<file path="config.mk">
export PLATFORM = sky130hd
export DESIGN_NAME = axicb_slv_wr_sched_flat
export DESIGN_NICKNAME = d
export VERILOG_FILES = /design/src/rtl/axicb_slv_wr_sched_if.sv /design/src/rtl/axicb_slv_wr_sched.sv /design/src/flat_wrapper.sv
export SDC_FILE = /design/constraint.sdc
export NUM_CORES = 1
export LEC_CHECK = 0
export ABC_AREA = 1
export BUFFER_PORTS_ARGS = -buffer_cell sky130_fd_sc_hd__buf_2
export CAP_MARGIN = 20
export CORE_MARGIN = 2
export CORE_UTILIZATION = 30
export DETAILED_ROUTE_END_ITERATION = 12
export GPL_TIMING_DRIVEN = 0
export PLACE_DENSITY = 0.59
export SKIP_LAST_GASP = 1
export SLEW_MARGIN = 20
export SYNTH_ARGS = -nofsm -noshare
export SYNTH_HDL_FRONTEND = slang
export SYNTH_SLANG_ARGS = --single-unit
</file>
<file path="constraint.sdc">
create_clock -name aclk -period 4.61 [get_ports aclk]
set_clock_uncertainty 0.1 [all_clocks]
set_input_delay 0.461 -clock aclk [delete_from_list [all_inputs] [get_ports aclk]]
set_output_delay 0.461 -clock aclk [all_outputs]
set_load 0.05 [all_outputs]
</file>
<file path="src/rtl/axicb_slv_wr_sched_if.sv">
// AW/W handshake and mux-select bundle between one crossbar slave port and its write scheduler.
// slave modport is the scheduler side; master modport is the switch/requester side.
interface axicb_slv_wr_sched_if #(
  parameter int MST_NB = 4
);
  logic [MST_NB-1:0] i_awvalid;
  logic [MST_NB-1:0] i_awready;
  logic              o_awvalid;
  logic              o_awready;
  logic [MST_NB-1:0] aw_grant;
  logic [MST_NB-1:0] i_wvalid;
  logic [MST_NB-1:0] i_wready;
  logic [MST_NB-1:0] i_wlast;
  logic              o_wvalid;
  logic              o_wready;
  logic              o_wlast;
  logic [MST_NB-1:0] w_grant;
  logic              fifo_full;
  logic              fifo_empty;

  modport slave (
    input  i_awvalid, o_awready, i_wvalid, i_wlast, o_wready,
    output i_awready, o_awvalid, aw_grant, i_wready, o_wvalid, o_wlast, w_grant,
           fifo_full, fifo_empty
  );

  modport master (
    output i_awvalid, o_awready, i_wvalid, i_wlast, o_wready,
    input  i_awready, o_awvalid, aw_grant, i_wready, o_wvalid, o_wlast, w_grant,
           fifo_full, fifo_empty
  );
endinterface

</file>
<file path="src/rtl/axicb_slv_wr_sched.sv">
// Slave-port write scheduler: priority+RR AW arbitration (1-cycle grant, 2-cycle issue interval),
// W routed in AW order from an order FIFO; a full FIFO stalls new AW grants, W stalls via o_wready.
module axicb_slv_wr_sched #(
  parameter int MST_NB        = 4,
  parameter int MST0_PRIORITY = 0,
  parameter int MST1_PRIORITY = 0,
  parameter int MST2_PRIORITY = 0,
  parameter int MST3_PRIORITY = 0,
  parameter int OSTDREQ_NUM   = 4
) (
  input  logic                 aclk,
  input  logic                 aresetn,
  input  logic                 srst,
  axicb_slv_wr_sched_if.slave  bus
);

  localparam int IW = (MST_NB > 1) ? $clog2(MST_NB) : 1;
  localparam int PW = $clog2(OSTDREQ_NUM);
  localparam int CW = PW + 1;
  localparam logic [1:0] PRIO [4] = '{2'(MST0_PRIORITY), 2'(MST1_PRIORITY),
                                      2'(MST2_PRIORITY), 2'(MST3_PRIORITY)};

  typedef enum logic {IDLE, GRANT} state_t;

  state_t            state;
  logic [MST_NB-1:0] aw_grant_q;
  logic [IW-1:0]     gnt_idx;
  logic [IW-1:0]     rr_ptr;

  logic [1:0]        top_lvl;
  logic [MST_NB-1:0] cand;
  logic              win_vld;
  logic [IW-1:0]     win_idx;
  logic [MST_NB-1:0] win_oh;

  logic [IW-1:0]     order_mem [OSTDREQ_NUM];
  logic [PW-1:0]     wr_ptr;
  logic [PW-1:0]     rd_ptr;
  logic [CW-1:0]     count;
  logic              full;
  logic              empty;
  logic              push;
  logic              pop;
  logic [MST_NB-1:0] w_sel;

  // Highest active level first, then the first candidate above rr_ptr, wrapping to the lowest index.
  always_comb begin
    top_lvl = '0;
    cand    = '0;
    win_vld = 1'b0;
    win_idx = '0;
    win_oh  = '0;
    for (int i = 0; i < MST_NB; i++) begin
      if (bus.i_awvalid[i] && (PRIO[i] > top_lvl)) top_lvl = PRIO[i];
    end
    for (int i = 0; i < MST_NB; i++) begin
      cand[i] = bus.i_awvalid[i] && (PRIO[i] == top_lvl);
    end
    for (int i = 0; i < MST_NB; i++) begin
      if (!win_vld && cand[i] && (IW'(i) > rr_ptr)) begin
        win_vld   = 1'b1;
        win_idx   = IW'(i);
        win_oh[i] = 1'b1;
      end
    end
    for (int i = 0; i < MST_NB; i++) begin
      if (!win_vld && cand[i] && (IW'(i) <= rr_ptr)) begin
        win_vld   = 1'b1;
        win_idx   = IW'(i);
        win_oh[i] = 1'b1;
      end
    end
  end

  assign bus.o_awvalid = |(bus.i_awvalid & aw_grant_q);
  assign bus.i_awready = aw_grant_q & {MST_NB{bus.o_awready}};
  assign bus.aw_grant  = aw_grant_q;
  assign push          = bus.o_awvalid & bus.o_awready;

  always_ff @(posedge aclk or negedge aresetn) begin
    if (!aresetn) begin
      state      <= IDLE;
      aw_grant_q <= '0;
      gnt_idx    <= '0;
      rr_ptr     <= IW'(MST_NB - 1);
    end else if (srst) begin
      state      <= IDLE;
      aw_grant_q <= '0;
      gnt_idx    <= '0;
      rr_ptr     <= IW'(MST_NB - 1);
    end else begin
      case (state)
        IDLE: begin
          if (win_vld && !full) begin
            state      <= GRANT;
            aw_grant_q <= win_oh;
            gnt_idx    <= win_idx;
          end
        end
        GRANT: begin
          // Grant is held until the handshake even if the master withdraws awvalid.
          if (push) begin
            state      <= IDLE;
            aw_grant_q <= '0;
            rr_ptr     <= gnt_idx;
          end
        end
        default: state <= IDLE;
      endcase
    end
  end

  assign full  = (count == CW'(OSTDREQ_NUM));
  assign empty = (count == '0);
  assign pop   = bus.o_wvalid & bus.o_wready & bus.o_wlast;

  always_ff @(posedge aclk) begin
    if (push) order_mem[wr_ptr] <= gnt_idx;
  end

  always_ff @(posedge aclk or negedge aresetn) begin
    if (!aresetn) begin
      wr_ptr <= '0;
      rd_ptr <= '0;
      count  <= '0;
    end else if (srst) begin
      wr_ptr <= '0;
      rd_ptr <= '0;
      count  <= '0;
    end else begin
      if (push) wr_ptr <= wr_ptr + 1'b1;
      if (pop)  rd_ptr <= rd_ptr + 1'b1;
      case ({push, pop})
        2'b10:   count <= count + 1'b1;
        2'b01:   count <= count - 1'b1;
        default: count <= count;
      endcase
    end
  end

  // Empty FIFO forces w_sel to zero, which also masks o_wvalid and so any pop.
  always_comb begin
    w_sel = '0;
    for (int i = 0; i < MST_NB; i++) begin
      w_sel[i] = !empty && (order_mem[rd_ptr] == IW'(i));
    end
  end

  assign bus.w_grant    = w_sel;
  assign bus.o_wvalid   = |(bus.i_wvalid & w_sel);
  assign bus.o_wlast    = |(bus.i_wlast & w_sel);
  assign bus.i_wready   = w_sel & {MST_NB{bus.o_wready}};
  assign bus.fifo_full  = full;
  assign bus.fifo_empty = empty;

endmodule
</file>
<file path="src/flat_wrapper.sv">
// flat-port wrapper written by rule: the top's interface ports become plain ports
module axicb_slv_wr_sched_flat 
#(
  parameter int MST_NB        = 4,
  parameter int MST0_PRIORITY = 0,
  parameter int MST1_PRIORITY = 0,
  parameter int MST2_PRIORITY = 0,
  parameter int MST3_PRIORITY = 0,
  parameter int OSTDREQ_NUM   = 4
)
  (aclk, aresetn, srst, bus_i_awvalid, bus_o_awready, bus_i_wvalid, bus_i_wlast, bus_o_wready, bus_i_awready, bus_o_awvalid, bus_aw_grant, bus_i_wready, bus_o_wvalid, bus_o_wlast, bus_w_grant, bus_fifo_full, bus_fifo_empty);
  axicb_slv_wr_sched_if #(.MST_NB(MST_NB)) bus_i ();
  input  logic aclk;
  input  logic aresetn;
  input  logic srst;
  input wire logic [$bits(bus_i.i_awvalid)-1:0] bus_i_awvalid;
  input wire logic [$bits(bus_i.o_awready)-1:0] bus_o_awready;
  input wire logic [$bits(bus_i.i_wvalid)-1:0] bus_i_wvalid;
  input wire logic [$bits(bus_i.i_wlast)-1:0] bus_i_wlast;
  input wire logic [$bits(bus_i.o_wready)-1:0] bus_o_wready;
  output wire logic [$bits(bus_i.i_awready)-1:0] bus_i_awready;
  output wire logic [$bits(bus_i.o_awvalid)-1:0] bus_o_awvalid;
  output wire logic [$bits(bus_i.aw_grant)-1:0] bus_aw_grant;
  output wire logic [$bits(bus_i.i_wready)-1:0] bus_i_wready;
  output wire logic [$bits(bus_i.o_wvalid)-1:0] bus_o_wvalid;
  output wire logic [$bits(bus_i.o_wlast)-1:0] bus_o_wlast;
  output wire logic [$bits(bus_i.w_grant)-1:0] bus_w_grant;
  output wire logic [$bits(bus_i.fifo_full)-1:0] bus_fifo_full;
  output wire logic [$bits(bus_i.fifo_empty)-1:0] bus_fifo_empty;
  assign bus_i.i_awvalid = bus_i_awvalid;
  assign bus_i.o_awready = bus_o_awready;
  assign bus_i.i_wvalid = bus_i_wvalid;
  assign bus_i.i_wlast = bus_i_wlast;
  assign bus_i.o_wready = bus_o_wready;
  assign bus_i_awready = bus_i.i_awready;
  assign bus_o_awvalid = bus_i.o_awvalid;
  assign bus_aw_grant = bus_i.aw_grant;
  assign bus_i_wready = bus_i.i_wready;
  assign bus_o_wvalid = bus_i.o_wvalid;
  assign bus_o_wlast = bus_i.o_wlast;
  assign bus_w_grant = bus_i.w_grant;
  assign bus_fifo_full = bus_i.fifo_full;
  assign bus_fifo_empty = bus_i.fifo_empty;
  axicb_slv_wr_sched #(.MST_NB(MST_NB), .MST0_PRIORITY(MST0_PRIORITY), .MST1_PRIORITY(MST1_PRIORITY), .MST2_PRIORITY(MST2_PRIORITY), .MST3_PRIORITY(MST3_PRIORITY), .OSTDREQ_NUM(OSTDREQ_NUM)) u_core (.aclk(aclk), .aresetn(aresetn), .srst(srst), .bus(bus_i));
endmodule
</file>
==> run summary <==
Status: finished clean
Part of the power in the clock network: 26.0%
Post-CTS resize count: 0
Tmin final: 2.577 ns
Area Growth Syn to Fin: 22.34%
Synth top area share: 22.75%
Total congestion overflow: 0
Slew at the pin with the worst max-slew slack: 0.3769 ns
Worst EP arrival: 2.64 ns
DRC Markers: 0
Post-synth EDFFs: 8
Sequential-to-total area share from yosys stat: 41.75%
Hold_buf cts: 0
R2R cell count: 17
Fmax: 0.3880 GHz
Most frequent cells in the layout: nand2_1 (44), inv_1 (38), buf_2 (38)
Die Wd: 75.65 um
Mapped cell area: 0.001540 sq mm
Post-DP Area: 0.001813 sq mm
WL final: 3077 um
Clock buffer depth: 2
Wire per inst: 9.990 um
Largest area contributor in the netlist: dfrtp_1
Ys async rst share: 66.67%
Hold Crit Class: primary input to asynchronous set/reset pin
CP Launch Type: flop
VDD IR max: 0.1810 mV
Synth Register Bits: 24
Sequential fraction of design power: 37.4%
WS Path Type: flop to flop
CTS tree: yes
H-tree levels: 1
Num CTS Buffers: 3
Post-route cell area: 0.001884 sq mm
Core area: 0.005042 sq mm
Initial antenna violation count: 0
# clock sinks: 24
Syn_area_per_cell: 7.818 sq um
CTS root buf: clkbuf_8
Fillers: 539
Number of global-route vias before repair: 1281
Critical R2R Capture: u_core.count[2]
Synth Flop Type: dfrtp_1
Largest net degree at the start of global routing: 17
Setup violations, final: 0
Launch point of the worst path: u_core.rd_ptr[0]
Vias per std cell: 4.370
Area contributors post-synth: dfrtp_1 (23%), edfxtp_1 (16%), nand2_1 (11%)
R2R setup slack: 2.03 ns
Height of the die: 75.65 um
Pwr dens: 371.8 mW/mm^2
Crit-path most repeated cell: nand2_1
Required time worst endpoint: 4.67 ns
Iter 0 DRT Violations: 62
Max incr delay on CP: 0.44 ns
TritonRoute pass-1 iters: 4
Nets: 261
Crit-path leading delay family: simple AND/OR/NAND/NOR gates
Hold Vio Cnt, Final: 0
Cells after synthesis: 197
Detailed-route via count: 1346
Overall Global Routing Usage: 11.98%
Internal: 0.4276 mW
Clk_lat worst skew: 0.26 ns
Non-Filler Instances: 308
CP Max Fanout: 8
Psw: 0.2729 mW
Unrepaired setup endpoints after global routing: false
Logic gate share of total power: 36.6%
Period utilization: 55.90%
Yosys warns: 0
Buf/Inv on CP: 3
Setup repair bufs after CTS: 0
Most common cell after layout, fill and taps aside: nand2_1
Synth cell types: 26
PortBufs: 37
Setup TNS: 0 ns
Starting Density: 30.55%
Worst slew margin: 74.87%
Leak: 0.9991 nW
Crit-path slowest cell: dfrtp_1
ANT cells: 0
Worst setup EP type: flop
Remaining antenna violation count after routing: 0
Layout cell share with drive strength beyond 1: 28.15%
Switch share: 38.96%
Placement row count: 26
Slew Limit Fails: 0
CTS clock-pin slew for the worst setup and hold paths: 0.08 ns
CP Cell Sequence: inv_2, nand2_1, nand3_1, nand2_2, nand3_1, nand2_1, nor2_2, nor2_4, nand3_2, inv_1, fa_1, xnor2_1, inv_1, nand3_1, nand2_1, nand2_1, nand2_1
First-pass GRT wire length: 5347 um
IO Count: 38
FF-to-FF Start: u_core.rd_ptr[0]
Gpl congestion: 0.7959
Net Count, Synth: 219
Post-detail-place hpwl: 2510 um
MaxCap Viol Count: 0
Dpl cells: 304
Die area: 0.005723 sq mm
[area by class of cell]
cell class	count	area, sq um	area share, %
Multi-Input combinational cell	133	745.7	39.57
Clock inverter	1	30.03	1.594
Buffer	1	5.005	0.2656
Timing Repair Buffer	37	185.2	9.827
Sequential cell	24	643.1	34.13
Tap cell	70	87.58	4.648
Clock buffer	3	41.29	2.191
Inverter	39	146.4	7.769
[layer usage]
metal | part of all wire [%] | global-route usage (%)
met4 | 0.62 | 3.899
met2 | 47 | 21.35
met3 | 4.9 | 1.190
met5 | 0 | 0
met1 | 48 | 15.21
[synth_stat cells, types with 2 or more instances]
cell / instances
a21oi_1: 3
nor3_1: 6
nor2_4: 2
dfrtp_1: 14
dfstp_2: 2
nand2_1: 44
o22ai_1: 2
nand2_2: 7
nand3_2: 7
nor2_1: 12
o21ai_0: 14
nand3_1: 13
nand4_1: 8
ha_1: 4
inv_1: 38
nor2_2: 4
edfxtp_1: 8
[power groups by stage]
stage          combinational, mW  clock [mW]  sequential, mW
2_1_floorplan              0.192           0           0.272
3_3_place_gp               0.256           0           0.267
3_5_place_dp               0.258           0           0.267
4_1_cts                    0.259       0.187           0.263
5_1_grt                    0.286       0.196           0.267
6_report                   0.256       0.182           0.262
[cell families (layout without fill, tap and decap cells)]
| logic type | count (synthesis) | count (layout) | share of synthesized area (%) |
|---|---|---|---|
| XOR/XNOR | 1 | 1 | 0.5687 |
| AND/OR/NAND/NOR | 105 | 105 | 35.66 |
| buffers and inverters | 40 | 81 | 9.829 |
| flip-flops | 24 | 24 | 41.75 |
| adder cells (fa/ha/maj) | 5 | 5 | 4.549 |
| AO/OA/AOI/OAI | 22 | 22 | 7.636 |
[flip-flops by register name, summed over array words and instances (netlist names)]
| name | flops |
|---|---|
| u_core.order_mem | 8 |
| u_core.wr_ptr | 2 |
| u_core.rd_ptr | 2 |
| u_core.count | 3 |
| u_core.rr_ptr | 2 |
| u_core.gnt_idx | 2 |
| u_core.state | 1 |
| u_core.bus.aw_grant | 4 |
[stage by stage]
| step | setup WS [ns] | hold slack (ns) | util [%] | power [mW] |
|---|---|---|---|---|
| after CTS | 1.999 | 0.01371 | 37.37 | 0.7082 |
| after global routing | 1.717 | 0.02887 | 37.37 | 0.7489 |
| final | 2.033 | 0.002427 | 37.37 | 0.7005 |
| after global placement | 2.033 | 0.2994 | 35.96 | 0.5231 |
| after detailed placement | 2.009 | 0.3084 | 35.96 | 0.5247 |
| after floorplan | 1.787 | 0.06541 | - | 0.4647 |
[worst max-delay path by stage]
stage                       to  slack [ns]  cells past startpoint
3_3_place_gp   u_core.count[2]        2.03                     17
5_1_grt        u_core.count[2]        1.72                     17
3_5_place_dp   u_core.count[2]        2.01                     17
6_report       u_core.count[2]        2.03                     17
2_1_floorplan  u_core.count[2]        1.79                     14
4_1_cts        u_core.count[2]        2.00                     17
Power figures use the tool's default switching activity.
